<file path="src/rtl/uart_pkg.sv">
// Shared UART definitions: frame geometry, default baud divisor and the
// receive state encoding. The transmit side imports the same package.
package uart_pkg;

  localparam int DATA_BITS            = 8;
  localparam int IDX_W                = $clog2(DATA_BITS);
  // 100 MHz system clock / 115200 baud
  localparam int DEFAULT_CLKS_PER_BIT = 868;

  typedef enum logic [1:0] {
    IDLE  = 2'd0,
    START = 2'd1,
    DATA  = 2'd2,
    STOP  = 2'd3
  } uart_state_e;

endpackage

</file>
<file path="src/rtl/uart_rx_if.sv">
// Receive-side signal bundle: serial line in, parallel byte and strobes out.
// slave  = the receive engine, master = the line driver / byte consumer.
interface uart_rx_if;

  logic       rx;
  logic [7:0] rx_data;
  logic       rx_valid;
  logic       frame_err;
  logic       busy;

  modport slave (
    input  rx,
    output rx_data,
    output rx_valid,
    output frame_err,
    output busy
  );

  modport master (
    output rx,
    input  rx_data,
    input  rx_valid,
    input  frame_err,
    input  busy
  );

endinterface

</file>
<file path="src/rtl/uart_sync2.sv">
// Two-flop synchronizer for a single asynchronous input. The reset value is
// a parameter so an idle-high line does not look like an edge after reset.
module uart_sync2 #(
  parameter logic RESET_VAL = 1'b1
) (
  input  logic clk,
  input  logic reset,
  input  logic d,
  output logic q
);

  logic meta;

  // Two back-to-back flops; only q is safe to use downstream.
  always_ff @(posedge clk or posedge reset) begin
    if (reset) begin
      meta <= RESET_VAL;
      q    <= RESET_VAL;
    end else begin
      meta <= d;
      q    <= meta;
    end
  end

endmodule

</file>
<file path="src/rtl/uart_rx.sv">
// 8N1 UART receive engine. Detects the start edge on the synchronized line,
// re-checks it at mid-bit, samples each data bit at its centre and checks
// the stop bit before publishing the byte with a one-cycle strobe.
//
//   state | meaning
//   ------+-----------------------------------------------------------
//   IDLE  | line idle, waiting for a high-to-low edge on rx_s
//   START | counting to mid start bit; low -> DATA, high -> glitch, IDLE
//   DATA  | sampling 8 data bits LSB first, one per bit period
//   STOP  | sampling the stop bit; high -> rx_valid, low -> frame_err
module uart_rx
  import uart_pkg::*;
#(
  parameter int CLKS_PER_BIT = DEFAULT_CLKS_PER_BIT
) (
  input  logic     clk,
  input  logic     reset,
  uart_rx_if.slave bus
);

  localparam int                CNT_W     = $clog2(CLKS_PER_BIT);
  localparam logic [CNT_W-1:0]  HALF_LAST = CNT_W'(CLKS_PER_BIT / 2 - 1);
  localparam logic [CNT_W-1:0]  BIT_LAST  = CNT_W'(CLKS_PER_BIT - 1);
  localparam logic [IDX_W-1:0]  IDX_LAST  = IDX_W'(DATA_BITS - 1);

  logic rx_s;
  logic rx_d;

  uart_state_e          state, state_nxt;
  logic [CNT_W-1:0]     cnt, cnt_nxt;
  logic [IDX_W-1:0]     idx, idx_nxt;
  logic [DATA_BITS-1:0] shreg, shreg_nxt;
  logic [DATA_BITS-1:0] data_q, data_nxt;
  logic                 valid_q, valid_nxt;
  logic                 ferr_q, ferr_nxt;

  uart_sync2 #(
    .RESET_VAL (1'b1)
  ) u_sync (
    .clk   (clk),
    .reset (reset),
    .d     (bus.rx),
    .q     (rx_s)
  );

  // One extra stage of the synchronized line for falling-edge detection.
  always_ff @(posedge clk or posedge reset) begin
    if (reset) rx_d <= 1'b1;
    else       rx_d <= rx_s;
  end

  // State register plus all datapath registers driven by the FSM.
  always_ff @(posedge clk or posedge reset) begin
    if (reset) begin
      state   <= IDLE;
      cnt     <= '0;
      idx     <= '0;
      shreg   <= '0;
      data_q  <= '0;
      valid_q <= 1'b0;
      ferr_q  <= 1'b0;
    end else begin
      state   <= state_nxt;
      cnt     <= cnt_nxt;
      idx     <= idx_nxt;
      shreg   <= shreg_nxt;
      data_q  <= data_nxt;
      valid_q <= valid_nxt;
      ferr_q  <= ferr_nxt;
    end
  end

  // Next-state, baud counting, bit capture and strobe generation.
  always_comb begin
    state_nxt = state;
    cnt_nxt   = cnt;
    idx_nxt   = idx;
    shreg_nxt = shreg;
    data_nxt  = data_q;
    valid_nxt = 1'b0;
    ferr_nxt  = 1'b0;

    case (state)
      IDLE: begin
        // A line still low after a framing error has rx_d low too, so only
        // a fresh high-to-low transition starts a frame.
        if (rx_d && !rx_s) begin
          cnt_nxt   = '0;
          state_nxt = START;
        end
      end

      START: begin
        if (cnt == HALF_LAST) begin
          cnt_nxt = '0;
          if (!rx_s) begin
            idx_nxt   = '0;
            state_nxt = DATA;
          end else begin
            state_nxt = IDLE;
          end
        end else begin
          cnt_nxt = cnt + CNT_W'(1);
        end
      end

      DATA: begin
        if (cnt == BIT_LAST) begin
          cnt_nxt        = '0;
          shreg_nxt[idx] = rx_s;
          if (idx == IDX_LAST) state_nxt = STOP;
          else                 idx_nxt   = idx + IDX_W'(1);
        end else begin
          cnt_nxt = cnt + CNT_W'(1);
        end
      end

      STOP: begin
        if (cnt == BIT_LAST) begin
          cnt_nxt = '0;
          if (rx_s) begin
            data_nxt  = shreg;
            valid_nxt = 1'b1;
          end else begin
            ferr_nxt  = 1'b1;
          end
          // Leaving at mid-stop leaves half a bit to catch a back-to-back start.
          state_nxt = IDLE;
        end else begin
          cnt_nxt = cnt + CNT_W'(1);
        end
      end

      default: state_nxt = IDLE;
    endcase
  end

  assign bus.rx_data   = data_q;
  assign bus.rx_valid  = valid_q;
  assign bus.frame_err = ferr_q;
  assign bus.busy      = (state != IDLE);

  // Strobes are mutually exclusive and never last more than one cycle.
  a_strobe_excl : assert property (@(posedge clk) disable iff (reset)
    !(valid_q && ferr_q));
  a_strobe_single : assert property (@(posedge clk) disable iff (reset)
    (valid_q || ferr_q) |=> !(valid_q || ferr_q));

endmodule

</file>
<file path="src/flat_wrapper.sv">
// flat-port wrapper written by rule: the top's interface ports become plain ports
module uart_rx_flat import uart_pkg::*;
#(
  parameter int CLKS_PER_BIT = DEFAULT_CLKS_PER_BIT
)
  (clk, reset, bus_rx, bus_rx_data, bus_rx_valid, bus_frame_err, bus_busy);
  uart_rx_if bus_i ();
  input  logic clk;
  input  logic reset;
  input wire logic [$bits(bus_i.rx)-1:0] bus_rx;
  output wire logic [$bits(bus_i.rx_data)-1:0] bus_rx_data;
  output wire logic [$bits(bus_i.rx_valid)-1:0] bus_rx_valid;
  output wire logic [$bits(bus_i.frame_err)-1:0] bus_frame_err;
  output wire logic [$bits(bus_i.busy)-1:0] bus_busy;
  assign bus_i.rx = bus_rx;
  assign bus_rx_data = bus_i.rx_data;
  assign bus_rx_valid = bus_i.rx_valid;
  assign bus_frame_err = bus_i.frame_err;
  assign bus_busy = bus_i.busy;
  uart_rx #(.CLKS_PER_BIT(CLKS_PER_BIT)) u_core (.clk(clk), .reset(reset), .bus(bus_i));
endmodule
</file>
<file path="config.mk">
export PLATFORM = sky130hd
export DESIGN_NAME = uart_rx_flat
export DESIGN_NICKNAME = d
export VERILOG_FILES = /design/src/rtl/uart_pkg.sv /design/src/rtl/uart_rx_if.sv /design/src/rtl/uart_sync2.sv /design/src/rtl/uart_rx.sv /design/src/flat_wrapper.sv
export SDC_FILE = /design/constraint.sdc
export NUM_CORES = 1
export LEC_CHECK = 0
export CAP_MARGIN = 40
export CORE_ASPECT_RATIO = 0.75
export CORE_MARGIN = 2
export CORE_UTILIZATION = 30
export DETAILED_ROUTE_END_ITERATION = 10
export PLACE_DENSITY_LB_ADDON = 0.15
export SYNTH_ARGS = -nofsm -noshare
export SYNTH_HDL_FRONTEND = slang
export SYNTH_SLANG_ARGS = --single-unit
</file>
<file path="constraint.sdc">
create_clock -name clk -period 5 [get_ports clk]
set_clock_uncertainty 0.1 [all_clocks]
set_input_delay 0.75 -clock clk [delete_from_list [all_inputs] [get_ports clk]]
set_output_delay 0.75 -clock clk [all_outputs]
set_load 0.05 [all_outputs]
</file>
* Word level (Yosys, flattened, before mapping)
Index checks and enable logic that the tools add are counted.
** Word-level totals
- Bits in registers :: 36
- Bits in latches :: 0
- RAM bits :: 0
- Bits in read-only memories :: 0
- Word-level logic and storage cells :: 63
- Memories :: 0
** Cells by class
- Add/subtract/negate cells :: 2
- Multipliers :: 0
- Divide/modulo/power cells :: 0
- Order comparisons :: 2
- Eq/ne operators :: 13
- Shift operators :: 0
- Muxes and demuxes :: 25
- Bitwise gates (word level) :: 0
- Reductions and logical operators :: 11
** Operators with widths (count)
- $mux W10 :: 3
- $pmux W10 S3 :: 1
- $mux W2 :: 6
- $mux W3 :: 4
- $add A10 B1 Y10 const B :: 1
- $eq A10 B10 Y1 const B :: 1
- $eq A10 B9 Y1 const B :: 1
- $ne A2 B1 Y1 const B :: 5
- $reduce_and A5 Y1 :: 2
- $bwmux W8 :: 1
- $pmux W2 S4 :: 1
- $mux W1 :: 7
- $pmux W3 S2 :: 1
- $eq A2 B2 Y1 const B :: 2
- $lt A3 B4 Y1 const B :: 1
- $ne A2 B2 Y1 const B :: 2
- $reduce_bool A2 Y1 :: 2
- $add A3 B1 Y3 const B :: 1
- $demux W1 S3 :: 1
- $eq A3 B3 Y1 const B :: 1
- $ge A3 B1 Y1 const B :: 1
- $reduce_and A3 Y1 :: 1
- $eq A2 B1 Y1 const B :: 1
- $logic_and A1 B1 Y1 :: 2
- other kinds (4) :: 4

* Longest topological paths before layout
- Depth in word-level cells :: 5
- Depth in mapped cells :: 7
- Mapped depth without buffers :: 6

* By module
Synthesis repeated with hierarchy kept, for this count alone.
** Second synthesis, totals
- Cell total of the unflattened synthesis :: 156
- Area total of the unflattened synthesis :: 1780.5 um2
** By module, submodules not included
- uart_rx :: times used 1, cells an instance 153, area an instance 1724.2 um2, sequential area each 852.1 um2
- uart_sync2 :: times used 1, cells an instance 3, area an instance 56.3 um2, sequential area each 52.6 um2

* Worst setup path after synthesis
No wires, ideal clock.
- Path kind :: register to register
- Start point :: register u_core.idx[0]
- End point :: register u_core.idx[0]
- Setup time :: 0.125 ns
- Data arrival time :: 1.785 ns
- Data required time :: 4.775 ns
- Setup slack :: 2.990 ns
- Stages on the path, launching flop included :: 6
- Buffers on the path :: 0
- Clock period less this slack :: 2.010 ns
- Cell sequence :: dfrtp_1 ha_1 ha_1 or4_1 a2bb2oi_1 mux2_4
** Between the ends
- Longest elaborated chain between the ends :: 4
- Elaborated cells on any way between the ends :: 7
- Those cells by class :: add/sub (1); eq/ne (2); mux (3); reduce/logical (1)
** RTL lines
- from (decl) :: RTL line uart_rx.sv:31 : logic [IDX_W-1:0] idx, idx_nxt;
- from (signal assigned) :: RTL line uart_rx.sv:65 : idx <= idx_nxt;
- $add A3 B1 Y3 :: RTL line uart_rx.sv:112 : else idx_nxt = idx + IDX_W'(1);
- $mux W3 :: RTL line uart_rx.sv:111 : if (idx == IDX_LAST) state_nxt = STOP;
- $mux W3 :: RTL line uart_rx.sv:108 : if (cnt == BIT_LAST) begin
- $pmux W3 S2 :: RTL line uart_rx.sv:83 : case (state)
Parallel ways exist; a longest one is shown, timed or not. The select of a mux whose other input is x is not followed.
A chain may end at the register's enable or synchronous reset.

==> results by group <==
Setup path
  • Terminus of the critical flop-to-flop path: u_core.bus.rx_data[7]$_DFFE_PP0P_
  • Worst Setup Start Kind: flip-flop
  • Maximum cell stage delay along the critical path: about 700 ps
  • R2r setup slk: 2470 ps
  • Critical path data arrival time: 1890 ps
  • Maximum net fanout on the critical path: 11
  • Worst Reg-to-Reg Cells: 4
  • Capturing element of the worst setup path: bus_busy
  • Nature of the critical path endpoint: output port
  • Worst setup path class: flip-flop to output port
  • Required time at the endpoint of the critical path: between 4000 and 5000 ps
  • Cells along the critical path: or2_2 > clkdlybuf4s50_1
  • Slowest library cell on the worst path: clkdlybuf4s50_1
  • Beginning of the worst register-to-register path: u_core.cnt[3]$_DFFE_PP0P_

Finish
  • Top library cells by usage in the layout, fill and taps aside: dfrtp_1 (33), nand2_1 (17), mux2_2 (17)
  • Number of nets in the layout: ~180
  • Number of fillers in the final layout: 568
  • Fraction of layout cells with a size suffix above 1: between 20 and 25%
  • Area delta synth->final: 18.28%
  • Number of inserted diodes: 0
  • Area taken by multi-input logic gates: 860.8 um2
  • Sequential cell area: about 900 um2
  • Most common cell after layout, fill and taps aside: dfrtp_1

Clock tree
  • Register clock-pin slew on the reported worst setup and hold paths: approximately 70 ps
  • Clock latency on the worst-skew pair: roughly 280 ps
  • CTS tree: done
  • CTS sink cnt: 36
  • Maximum count of clock buffers along a single path: 2
  • Post-CTS Setup Bufs: 0
  • Cell at the root of the clock tree: clkbuf_8
  • # hold bufs at CTS: 0
  • Number of instances resized during post-cts repair: 0
  • H-tree depth: 2
  • Clock buffers created by TritonCTS: 5

Power
  • Worst voltage drop across the vdd grid: roughly 0.15 mV
  • Leakage dissipation: approximately 0.96 nW
  • Total power divided by cell area: approximately 340 nW/um2

Logic synthesis
  • Mapped cell area: about 1800 um2
  • Area contributors post-synth: dfrtp_1 (46%), mux2_2 (11%), dfstp_2 (4.3%), nand2_1 (3.5%), ha_1 (2.8%)
  • Post-synthesis average cell area: between 10 and 15 um2
  • Post-synthesis instance total: 154
  • Area share of the largest cell type after synthesis: 45.52%
  • Number of distinct library cell variants in the gate-level netlist after synthesis: 45
  • Synthesized net count: 161
  • Share of synthesized area occupied by flip-flops and latches: 49.86%
  • EDFF count, synth: 0
  • Top cell type by total area after synthesis: dfrtp_1
  • Flip-flop cell with the highest count after synthesis: dfrtp_1
  • Proportion of register bits with asynchronous set or reset after synthesis: between 90% and 100%
  • Register bit count reported by yosys: 36
  • Syn. warnings: 0

STA
  • Number of hold-slack violations in the final timing report: 0
  • Transition at the pin with the smallest max-transition slack: 653.1 ps
  • Number of slew-limit violations in the final report: 0
  • Worst-case headroom to the max-slew limit: 56.30%
  • Minimum period implied by the final worst setup slack: ~2700 ps
  • Max Clk Rate: around 0.37 GHz
  • Post-Route Setup TNS: 0 ps
  • Unrepaired setup endpoints after global routing: false
  • PnR worst setup slack: around 2300 ps
  • Post-route clock period utilization: a little over half
  • Final setup vio count: 0

Global routing
  • Grt met2 use: ~16%
  • Wire length of the first global-routing pass: around 6.3 mm
  • GRT met1 Usage: 18.88%
  • Maximum number of pins on one net before global-route repair: 37
  • GRT busiest layer: met1
  • Total global-route track usage: between 10% and 20%
  • Residual overflow from global routing: 0
  • Fraction of met3 tracks used by global routing: 3.049%
  • Number of antenna violations at the first check in global routing: 0
  • Vias in the first global route: between 1000 and 1500

Floorplan
  • Die Wd: roughly 94 um
  • Height of the die: 71.35 um
  • Area of the placeable core: 5826 um2
  • # IOs: 14
  • Number of placement rows: 24
  • Starting density of the core: a little under a third
  • Total die area: roughly 6700 um2

Hold path
  • Hold Crit Class: flip-flop to flip-flop

Route
  • DRC Markers: 0
  • Average wire per standard cell: roughly 14 um
  • First-pass iteration count of the detailed router: 4
  • Detailed Route Iter0 Violations: 89
  • Avg Vias per Cell: between 5 and 6
  • Total number of vias: roughly 1300
  • DRT Wirelength: roughly 3.6 mm
  • Post-route antenna net violation count: 0

Placement
  • Global placer's final weighted congestion: approximately 0.84
  • Number of I/O port buffers: 13
  • Worst-case setup slack after placement: approximately 2500 ps
  • HPWL after detailed placement: about 2.6 mm

Flow run
  • Count of maximum capacitance violations: 0

Outcome
  • Status: complete, no violations
[where the power goes]
part           internal [W]  total [W]  leakage (nW)  switching, W
logic             0.0000403  0.0000869         0.417     0.0000466
clock network      0.000176   0.000276        0.0645      0.000100
registers          0.000319   0.000359         0.477     0.0000405
[area by class of cell]
| cell class | instances | area share [%] |
|---|---|---|
| inverters | 5 | 0.8746 |
| multi-input cells | 108 | 40.12 |
| flip-flops and latches | 36 | 42.16 |
| clock buffers | 7 | 4.490 |
| clock inverters | 1 | 1.399 |
| well taps | 78 | 4.548 |
| repair buffers | 14 | 6.414 |
[Yosys cell counts, types with 2 or more instances]
library cell  number
and4_1             3
and2_1             2
nor3_1             5
o211ai_1           5
nand2_1           17
nand2b_1           3
o21ai_0            2
dfstp_2            3
ha_1               4
mux2_2            17
nor2b_1            3
nand3_1            3
a221o_1            2
dfrtp_1           33
nor2_1             5
mux2i_1            2
buf_4              3
and4b_1            2
inv_1              5
and3_1             2
nand4b_1           2
a211o_1            4
clkbuf_1           2
nand4_1            4
[stage by stage]
stage               hold slack, ps  cell area, um2  total power [W]  std cells  utilization, %
floorplan                    245.2            1814        0.0004251        154               -
global placement             250.4            2019        0.0004466        241           34.66
detailed placement           248.9            2019        0.0004506        241           34.66
CTS                          259.1            2146        0.0007295        249           36.83
global route                 265.1            2146        0.0007641        249           36.83
finish                       258.4            2146        0.0007223        249           36.83
[kinds of logic (layout without fill, tap and decap cells)]
| family | Yosys count | after routing | share of synthesized area [%] |
|---|---|---|---|
| mux | 20 | 20 | 12.48 |
| simple gates | 61 | 61 | 20.41 |
| fa+ha+maj | 4 | 4 | 2.759 |
| xor+xnor | 1 | 1 | 0.4828 |
| flops | 36 | 36 | 49.86 |
| compound gates | 22 | 22 | 11.31 |
| buf+inv | 10 | 27 | 2.690 |
[state kept, by name, summed over array words and instances (netlist names), named ones only]
name and flops:
u_core.bus.rx_valid 1, u_core.state 1, u_core.cnt 10, u_core.u_sync.q 1, u_core.rx_d 1, u_core.shreg 8
u_core.bus.rx_data 8, u_core.u_sync.meta 1, u_core.idx 3, u_core.bus.frame_err 1
[worst min path at each step]
stage | from | to | slack [ps] | cells past startpoint
2_1_floorplan | u_core.u_sync.meta$_DFF_PP1_ | u_core.u_sync.q$_DFF_PP1_ | 250 | 0
3_3_place_gp | u_core.u_sync.meta$_DFF_PP1_ | u_core.u_sync.q$_DFF_PP1_ | 250 | 0
3_5_place_dp | u_core.u_sync.meta$_DFF_PP1_ | u_core.u_sync.q$_DFF_PP1_ | 250 | 0
4_1_cts | u_core.u_sync.meta$_DFF_PP1_ | u_core.u_sync.q$_DFF_PP1_ | 260 | 0
5_1_grt | u_core.u_sync.meta$_DFF_PP1_ | u_core.u_sync.q$_DFF_PP1_ | 270 | 0
6_report | u_core.u_sync.meta$_DFF_PP1_ | u_core.u_sync.q$_DFF_PP1_ | 260 | 0
[metal layers]
layer  wire length, um  up-vias
met5                 0        -
met4                31        0
met3               176        5
met2              1500       28
met1              1859      626
li1                  -      598
[critical path: cells and delay by family (launching register included)]
kind / cells / cell delay [ps]
and+or+nand+nor: 1 / 390
DFF: 1 / 510
buffers and inverters: 1 / 710
Note: power is estimated with default switching activity, not from simulation.
